`src/rtl/pll_cfg_serial_loader.sv`:
```
// Serial-to-parallel loader for the PLL register bank: address + data frames -> load strobe.
// Define PLL_CFG_PARITY_EN to add a trailing even-parity bit to every frame.
module pll_cfg_serial_loader #(
    parameter int DATA_W = 43,
    parameter int ADDR_W = 2,
    parameter int CNT_W  = 6
) (
    input  logic              clk,
    input  logic              rst,
    input  logic              frame_en,
    input  logic              bit_valid,
    input  logic              bit_in,
    output logic              load_data,
    output logic [ADDR_W-1:0] select_reg,
    output logic [DATA_W-1:0] data_out,
    output logic              busy,
    output logic              frame_err,
    output logic [7:0]        load_count
);

`ifdef PLL_CFG_PARITY_EN
    localparam int PAR_W = 1;
`else
    localparam int PAR_W = 0;
`endif
    localparam int L = ADDR_W + DATA_W + PAR_W;

    typedef enum logic [1:0] {
        IDLE,
        SHIFT,
        LOAD,
        DONE
    } state_t;

    state_t           state;
    logic [L-1:0]     shreg;
    logic [CNT_W-1:0] cnt;
    logic             overrun;
    logic             accept;
    logic             parity_ok;

    assign accept = frame_en & bit_valid;
    assign busy   = (state != IDLE);

`ifdef PLL_CFG_PARITY_EN
    assign parity_ok = ~^shreg;
`else
    assign parity_ok = 1'b1;
`endif

    always_ff @(posedge clk or negedge rst) begin
        if (!rst) begin
            state      <= IDLE;
            shreg      <= '0;
            cnt        <= '0;
            overrun    <= 1'b0;
            load_data  <= 1'b0;
            select_reg <= '0;
            data_out   <= '0;
            frame_err  <= 1'b0;
            load_count <= '0;
        end else begin
            load_data <= 1'b0;
            frame_err <= 1'b0;
            unique case (state)
                IDLE: begin
                    if (frame_en) begin
                        state   <= SHIFT;
                        overrun <= 1'b0;
                        // a bit arriving with the frame start is bit 0
                        if (bit_valid) begin
                            shreg <= {shreg[L-2:0], bit_in};
                            cnt   <= CNT_W'(1);
                        end else begin
                            cnt <= '0;
                        end
                    end
                end
                SHIFT: begin
                    if (!frame_en) begin
                        frame_err <= 1'b1;
                        state     <= IDLE;
                    end else if (bit_valid) begin
                        shreg <= {shreg[L-2:0], bit_in};
                        cnt   <= cnt + 1'b1;
                        if (cnt == CNT_W'(L - 1)) begin
                            state <= LOAD;
                        end
                    end
                end
                LOAD: begin
                    state   <= DONE;
                    overrun <= accept;
                    if (parity_ok) begin
                        load_data  <= 1'b1;
                        select_reg <= shreg[PAR_W+DATA_W +: ADDR_W];
                        data_out   <= shreg[PAR_W +: DATA_W];
                        load_count <= load_count + 8'd1;
                    end else begin
                        frame_err <= 1'b1;
                    end
                end
                DONE: begin
                    if (!frame_en) begin
                        frame_err <= overrun;
                        overrun   <= 1'b0;
                        state     <= IDLE;
                    end else if (bit_valid) begin
                        overrun <= 1'b1;
                    end
                end
                default: state <= IDLE;
            endcase
        end
    end

endmodule

```
`config.mk`:
```
export PLATFORM = sky130hd
export DESIGN_NAME = pll_cfg_serial_loader
export DESIGN_NICKNAME = d
export VERILOG_FILES = /design/src/rtl/pll_cfg_serial_loader.sv
export SDC_FILE = /design/constraint.sdc
export NUM_CORES = 1
export LEC_CHECK = 0
export CAP_MARGIN = 15
export CELL_PAD_IN_SITES_DETAIL_PLACEMENT = 1
export CELL_PAD_IN_SITES_GLOBAL_PLACEMENT = 1
export CORE_MARGIN = 4
export CORE_UTILIZATION = 39
export DETAILED_ROUTE_END_ITERATION = 6
export PLACE_DENSITY = 0.72
export SLEW_MARGIN = 25
export SYNTH_ARGS = -nofsm -noshare
export SYNTH_HDL_FRONTEND = slang
export SYNTH_SLANG_ARGS = --single-unit
```
`constraint.sdc`:
```
create_clock -name clk -period 1.49 [get_ports clk]
set_clock_uncertainty 0.1 [all_clocks]
set_input_delay 0.3725 -clock clk [delete_from_list [all_inputs] [get_ports clk]]
set_output_delay 0.3725 -clock clk [all_outputs]
set_load 0.05 [all_outputs]
```
## After elaboration in Yosys (flattened, before gate mapping)

Cells that the tools add are included.

- Reduce and logical (&&, ||, !) cells: 9
- Bitwise logic cells: 1
- Add/subtract/negate cells: 2
- Eq/ne operators: 11
- Muxes and demuxes: 18

Operators with widths:

| cell | count |
|---|---|
| two-way mux 6 bit | 3 |
| one-hot mux 6 bit (2 select lines) | 1 |
| two-way mux 2 bit | 5 |
| != test 3 bit, second input constant | 3 |
| adder 8 x 1 -> 8 bit, second input constant | 1 |
| != test 2 bit, second input constant | 4 |
| one-hot mux 2 bit (4 select lines) | 1 |
| AND reduction 4 bit | 2 |
| adder 6 x 1 -> 6 bit, second input constant | 1 |
| == test 6 bit, second input constant | 1 |
| two-way mux 1 bit | 6 |
| == test 2 bit, second input constant | 2 |
| nonzero test 2 bit | 2 |
| one-hot mux 1 bit (3 select lines) | 1 |
| AND reduction 3 bit | 1 |
| nonzero test 3 bit | 1 |
| == test 2 x 1 -> 1 bit, second input constant | 1 |
| zero test 2 bit | 1 |
| one-hot mux 1 bit (2 select lines) | 1 |
| AND reduction 2 bit | 1 |
| OR reduction 2 bit | 1 |
| AND 1 bit | 1 |

- Logic and storage cells: 50
- Register bits after elaboration: 109

## Longest topological paths before layout

Gate-level depths: netlist of the first run.

- Depth in word-level cells: 5
- Depth in mapped cells: 7

## Worst setup path after synthesis of the first run

Ideal clock, no wire load.

- Path type: register to register
- Start point: register state[0]
- End point: register load_count[4]
- Stages on the path, launching flop included: 7
- Required time: 1,247 ps
- Period minus slack after synthesis: 1,456 ps
- Setup time: 143 ps
- Path slack: 34 ps
- Data arrival time: 1,214 ps
- Path through: dfrtp_1 > nand2b_1 > buf_2 > inv_2 > buf_2 > nand4_1 > xnor2_1

- Word-level cells in the longest chain between the ends: 1

Ends and longest elaborated chain:

| item | RTL line | RTL |
|---|---|---|
| start: declaration | 35 | `state_t state;` |
| start signal: assignment | 53 | `state <= IDLE;` |
| start signal: assignment | 68 | `state <= SHIFT;` |
| start signal: assignment | 82 | `state <= IDLE;` |
| == test 2 bit | 65 | `unique case (state)` |
| end signal: assignment | 98 | `load_count <= load_count + 8'd1;` |
| end: declaration | 18 | `output logic [7:0] load_count` |

Every way passes these cells.
A chain may end at the register's enable or synchronous reset.

## Final worst setup path of the first run

- Start point: register state[0]
- End point: output port busy

- Word-level cells in the longest chain between the ends: 1

Ends and longest elaborated chain:

| item | RTL line | RTL |
|---|---|---|
| nonzero test 2 bit | 43 | `assign busy = (state != IDLE);` |
| end: declaration | 16 | `output logic busy,` |

Every way passes these cells.

==> flow_summary.json, run 1 <==
{
  "status": "finished, violations left",
  "violations": "negative setup slack",
  "cts_tree": "yes",
  "wire_per_inst_um": 20.16,
  "power_w": 0.005765,
  "r2r_cells": 6,
  "final_hold_viol_count": 0,
  "route.detailed.drc": 0,
  "setup_slack_ps": -204.2,
  "fillCellCount": 1056,
  "largest_reg_flops": 45,
  "antenna_found_initial": 0,
  "worst_pin_slew_ps": 389.9,
  "worstSetupEndpointType": "output port",
  "dieWidth_um": 112.5,
  "drive_gt1_share_pct": 38.88,
  "cts_buffers": 9,
  "dpl.hpwl_um": 6311,
  "top_register": "shreg",
  "port_buffers": 60,
  "clock.fmax_mhz": 590.3,
  "cp_num_cells": 2,
  "leakage_nw": 3.261,
  "crit_buf_inv": 1,
  "dieHeight_um": 112.5,
  "cts.clk_slew.worst_paths_ps": 110,
  "cp-start-kind": "register",
  "cp_max_fo": 2,
  "synthToLayoutAreaGrowth_pct": 51.32,
  "tns_ps": -7075,
  "worstSetupPathType": "register to output port",
  "seq_area_frac_synth_pct": 64.08,
  "syn_area_um2": 4257,
  "start_util_pct": 40.68,
  "fp-row-count": 37,
  "routed_wl_um": 12440,
  "grt_pass1_wl_um": 16550,
  "antenna_cells": 0,
  "grt_max_degree": 28,
  "worst_ep_required_time_ps": 1020,
  "clk_latency_ps": 360,
  "final_nets": 484,
  "finalMaxSlewViolations": 0,
  "grt_pass1_vias": 3239,
  "cp_slowest_cell": "dfrtp_1",
  "place_area_um2": 5658,
  "syn_area_per_cell_um2": 11.38,
  "post-route-util_pct": 61.56,
  "final_area_um2": 6441,
  "synth_cell_types": 28,
  "grt_overflow_total": 0,
  "crit_path_max_incr_delay_ps": 420,
  "yosys_warnings": 0,
  "mostFrequentLayoutCells": "140 x nand2_1, 101 x dfrtp_1, 62 x buf_12, 45 x mux2_2, 24 x buf_4",
  "core_um2": 10460,
  "first_iter_violations": 99,
  "ant_nets": 0,
  "layout_commonest_cell": "nand2_1",
  "fin_crit_ps": 1694,
  "synth-seq-cells": 109,
  "reg_top3": "shreg x45, data_out x43, load_count x8",
  "gp_congestion": 0.7789,
  "htreeDepth": 3,
  "hp-class": "input pin to asynchronous set/reset pin",
  "crit_chain": "or2_4 -> buf_8",
  "whs_ps": 361.1,
  "drt-vias-per-instance": 5.104,
  "syn_inst": 374,
  "cts_root_buf": "clkbuf_8",
  "synth.net_count": 382,
  "grtUsageTotal_pct": 16.26,
  "relSlewSlack_pct": 74.01,
  "worstPathArrival_ps": 1220,
  "first_pass_iters": 4,
  "rsz0062_at_grt": "true",
  "cts_buffer_depth": 2,
  "cellPowerDensity_nw_per_um2": 895.1,
  "cts_sinks": 109,
  "die_area_um2": 12650,
  "setup_viol": 79,
  "pin_count": 61,
  "vias": 3149,
  "ir_drop_mv": 0.4531,
  "critPathTopFamily": "flip-flops",
  "max-cap-violations": 0,
  "post-route-period-util_pct": 113.7
}
## report_power, final
part | leakage [nW] | switching (W) | internal, W | total [W]
Combinational | 1.68 | 0.000268 | 0.000336 | 0.000604
Sequential | 1.48 | 0.000192 | 0.00318 | 0.00337
Clock | 0.0990 | 0.00104 | 0.000755 | 0.00179
## layout make-up
type	count	area (um^2)	area share [%]
Inverter	5	26.28	0.4079
Clock inverter	4	30.03	0.4662
Multi-Input combinational cell	241	1470	22.82
Tap cell	136	170.2	2.642
Clock buffer	12	165.2	2.564
Timing Repair Buffer	110	1842	28.59
Sequential cell	109	2738	42.50
## layer usage
layer / global-route usage, % / part of all wire [%] / vias up
li1: - / - / 1428
met3: 2.102 / 2.7 / 14
met4: 5.369 / 1.9 / 0
met2: 27.61 / 52 / 72
met1: 21.62 / 43 / 1635
met5: 0 / 0 / -
## timing repair
item	CTS	global route
gates cloned	4	8
hold buffers	1	0
setup buffers	7	15
pin swaps	4	8
gates resized for setup	14	28
hold endpoints to repair	21	0
setup endpoints to repair	96	108
## worst paths after layout
check	from	end	slack, ps
max	state[0]$_DFFE_PN0P_	busy	-200
min	rst	overrun$_DFFE_PN0P_	360
max reg2reg	register	shreg[40]$_DFFE_PN0P_	-190
min reg2reg	shreg[30]$_DFFE_PN0P_	data_out[30]$_DFFE_PN0P_	400
max in group asynchronous	rst	data_out[37]$_DFFE_PN0P_	420
min in group clk	shreg[30]$_DFFE_PN0P_	data_out[30]$_DFFE_PN0P_	400
## synth_stat cells
cell / count / area [um^2]
mux2_2: 45 / 506.7
nand3b_4: 1 / 20.02
clkbuf_1: 6 / 22.52
or3_1: 2 / 12.51
nor3_1: 2 / 10.01
inv_1: 4 / 15.01
o21ai_0: 4 / 20.02
or2_2: 2 / 12.51
o31ai_1: 2 / 15.01
nand2_1: 142 / 533.0
o211a_1: 1 / 10.01
or4_1: 1 / 7.510
nor2_1: 5 / 18.77
and3_1: 1 / 6.260
o22ai_1: 1 / 6.260
nand4b_1: 2 / 17.52
a21oi_1: 7 / 35.03
a22o_1: 1 / 8.760
nand4_1: 3 / 18.77
nand3_1: 5 / 25.02
nand2b_1: 3 / 18.77
buf_2: 11 / 55.05
xor2_1: 4 / 35.03
buf_6: 2 / 22.52
dfrtp_1: 109 / 2728
xnor2_1: 4 / 35.03
ha_1: 3 / 37.54
inv_2: 1 / 3.750
## logic make-up (layout without fill, tap and decap cells)
family / Yosys count / in the layout / share of synthesized area, %
simple gates: 169 / 169 / 16.46
flops: 109 / 109 / 64.08
mux: 45 / 45 / 11.90
buf+inv: 24 / 131 / 2.792
compound gates: 16 / 16 / 2.234
xor+xnor: 8 / 8 / 1.646
fa+ha+maj: 3 / 3 / 0.8819
## stage by stage
step | setup WS (ps) | instances
global route | -243.2 | 617
CTS | -162.6 | 595
detailed placement | -387.9 | 567
finish | -204.2 | 617
global placement | -365.6 | 567
floorplan | 33.60 | 374
No activity file was read; power rests on OpenSTA's default activity.
==> run 2, diff against run 1 <==
Settings changed: ABC_AREA set to 1, CAP_MARGIN 15 to 5, CORE_UTILIZATION 39 to 37, PLACE_DENSITY 0.72 to 0.71.
==> run 2 against run 1 <==
Compared with the run above:
- the flow still finishes with violations (negative setup slack)
- design area down 3.7%
- largest cell class unchanged
- register-to-register slack better by 170 ps
- critical endpoint unchanged
- highest routed layer unchanged
- critical path type unchanged
- combinational power up 17%
- global-route usage down 0.70 points
==> flow_summary.json, run 2 <==
{
  "grtUsageTotal_pct": 15.56,
  "regArea_um2": 2734,
  "muxShareOfSynthArea_pct": 0,
  "synth.net_count": 458,
  "ir_drop_mv": 0.5969,
  "yosys_warnings": 0,
  "dpl.hpwl_um": 6558,
  "worstSetupEndpointType": "output port",
  "syn_area_per_cell_um2": 9.445,
  "relSlewSlack_pct": 75.05,
  "clk_latency_ps": 340,
  "grt_pass1_wl_um": 16550,
  "vias": 3299,
  "synthToLayoutAreaGrowth_pct": 46.01,
  "grt_pass1_vias": 3436,
  "first_pass_iters": 4,
  "first_iter_violations": 178,
  "synth-seq-cells": 109,
  "fillCellCount": 1195,
  "port_buffers": 60,
  "synth_most_common_cell": "nand2_1",
  "cts_sinks": 109,
  "drt-vias-per-instance": 4.931,
  "min_to": "frame_err$_DFF_PN0_",
  "synth-compound-area-share_pct": 11.78,
  "synth_fa_ha_area_share_pct": 0.8831,
  "place_area_um2": 5659,
  "reg2reg_to": "shreg[13]$_DFFE_PN0P_",
  "grt_overflow_total": 0,
  "cp-start-kind": "register",
  "dieHeight_um": 115.2,
  "pin_count": 61,
  "wire_per_inst_um": 16.63,
  "synth_edf_count": 0,
  "core_um2": 11030,
  "crit_buf_inv": 2,
  "synth_area_leader_cell": "dfrtp_1",
  "leakage_nw": 2.796,
  "largest_reg_flops": 45,
  "synth_common_cells": "125 x nand2_1, 109 x dfrtp_1, 94 x o21ai_0",
  "whs_path_depth": 3,
  "cp_slowest_cell": "dfrtp_1",
  "final_nets": 532,
  "dieWidth_um": 115.2,
  "finalMaxSlewViolations": 0,
  "whs_ps": 277.8,
  "clock.fmax_mhz": 654.8,
  "htreeDepth": 3,
  "mostFrequentLayoutCells": "121 x nand2_1, 104 x dfrtp_1, 71 x o21ai_0, 62 x buf_12, 56 x inv_1",
  "cts_buffers": 9,
  "crit_path_max_incr_delay_ps": 420,
  "route.detailed.drc": 0,
  "multiInputGateArea_um2": 1240,
  "setup_slack_ps": -37.13,
  "yosys_most_used_dff": "dfrtp_1",
  "routed_wl_um": 11130,
  "cts_root_buf": "clkbuf_16",
  "synthSimpleGateAreaFrac_pct": 14.66,
  "ant_nets": 0,
  "antenna_found_initial": 0,
  "hp-class": "input pin to register",
  "cp_num_cells": 3,
  "start_util_pct": 38.53,
  "cp_max_fo": 2,
  "synth_cell_types": 21,
  "worst_ep_required_time_ps": 1020,
  "worstSetupPathType": "register to output port",
  "worst_pin_slew_ps": 374.2,
  "max-cap-violations": 0,
  "post-route-period-util_pct": 102.5,
  "top_register": "shreg",
  "syn_inst": 450,
  "gp_congestion": 0.7775,
  "violations": "negative setup slack",
  "synth-xor-area-share_pct": 0.8243,
  "dp_slack_ps": -347.1,
  "reg_top3": "shreg x45, data_out x43, load_count x8",
  "hp-start": "frame_en",
  "critPathTopFamily": "flip-flops",
  "synth_area_leaders": "dfrtp_1 64%, o21ai_0 11%, nand2_1 11%, inv_1 5.1%, buf_2 1.4%",
  "worstPathArrival_ps": 1050,
  "cts_buffer_depth": 2,
  "reg2reg_slack_ps": -20,
  "final_area_um2": 6206,
  "grt_max_degree": 47,
  "r2r_cells": 5,
  "die_area_um2": 13270,
  "synth_top_family_by_area": "simple AND/OR/NAND/NOR gates",
  "crit_chain": "inv_2 -> nand2_4 -> buf_12",
  "seq_area_frac_synth_pct": 64.17,
  "fin_crit_ps": 1527,
  "final_hold_viol_count": 0,
  "cts_tree": "yes",
  "synth_top_area_share_pct": 64.17,
  "drive_gt1_share_pct": 21.17,
  "syn_area_um2": 4250,
  "setup_viol": 3,
  "layout_commonest_cell": "nand2_1",
  "async_reset_ff_share_pct": 100.0,
  "cts.clk_slew.worst_paths_ps": 70,
  "fp-row-count": 38,
  "rsz0062_at_grt": "true",
  "status": "finished, violations left",
  "cellPowerDensity_nw_per_um2": 1084,
  "antenna_cells": 0
}
==> run 2: cell count changes in the layout (fill, tap and decap cells not counted), moves of 14 or more <==
cell | before | now
inv_1 | 4 | 56
nand2_1 | 140 | 121
mux2_2 | 45 | 0
buf_4 | 24 | 10
o21ai_0 | 3 | 71
o21ai_1 | 1 | 23
==> run 2: final cells by class <==
type / instances / share of cell area, %
clock inverters: 5 / 1.351
inverters: 59 / 3.609
clock buffers: 11 / 3.911
repair buffers: 84 / 24.27
well taps: 140 / 2.823
flip-flops and latches: 109 / 44.05
multi-input cells: 261 / 19.98
==> run 2: worst min-delay path: cells and delay by family <==
kind | cells | cell delay [ps]
compound gates | 1 | 40
buf+inv | 2 | 280
==> run 2: worst max path at each step <==
stage                         startpoint                         to  slack [ps]
2_1_floorplan  load_count[2]$_DFFE_PN0P_  load_count[5]$_DFFE_PN0P_          20
3_3_place_gp                    frame_en      shreg[19]$_DFFE_PN0P_        -290
3_5_place_dp                    frame_en      shreg[38]$_DFFE_PN0P_        -350
4_1_cts             state[0]$_DFFE_PN0P_                       busy         -40
5_1_grt             state[0]$_DFFE_PN0P_                       busy         -70
6_report            state[0]$_DFFE_PN0P_                       busy         -40
==> run 2: logic make-up (layout without fill, tap and decap cells) <==
| kind of cell | after synthesis | count (layout) |
|---|---|---|
| simple gates | 155 | 155 |
| flops | 109 | 109 |
| compound gates | 99 | 99 |
| buf+inv | 80 | 159 |
| xor+xnor | 4 | 4 |
| fa+ha+maj | 3 | 3 |
==> run 2: report_power, final <==
part           leakage (nW)  internal (W)  total (W)  switching (W)
registers              1.48       0.00323    0.00341       0.000178
logic                  1.16      0.000257   0.000709       0.000452
clock network         0.152       0.00152    0.00261        0.00109
total                  2.80       0.00501    0.00672        0.00172
==> run 2: per-stage QoR <==
step / TNS, ps / instances / total power, W / utilization, %
after floorplan: 0 / 450 / 0.003760 / -
after global placement: -14720 / 642 / 0.003984 / 51.30
after detailed placement: -16620 / 642 / 0.004052 / 51.30
after CTS: -61.57 / 662 / 0.006686 / 54.81
after global routing: -1154 / 669 / 0.007042 / 56.26
final: -69.80 / 669 / 0.006725 / 56.26
==> run 2: layer usage <==
metal | track usage, % | up-vias | part of all wire [%]
li1 | - | 1567 | -
met1 | 19.88 | 1666 | 44
met2 | 27.28 | 53 | 52
met3 | 2.895 | 13 | 2.8
met4 | 3.991 | 0 | 1.5
met5 | 0 | - | 0
==> run 2: timing repair <==
action	4_1_cts	5_1_grt
setup buffers	2	1
endpoints found under the hold margin	21	0
resized for setup	11	30
setup endpoints to repair	5	54
hold buffers	1	0
pin swaps	1	3
cloned	1	6
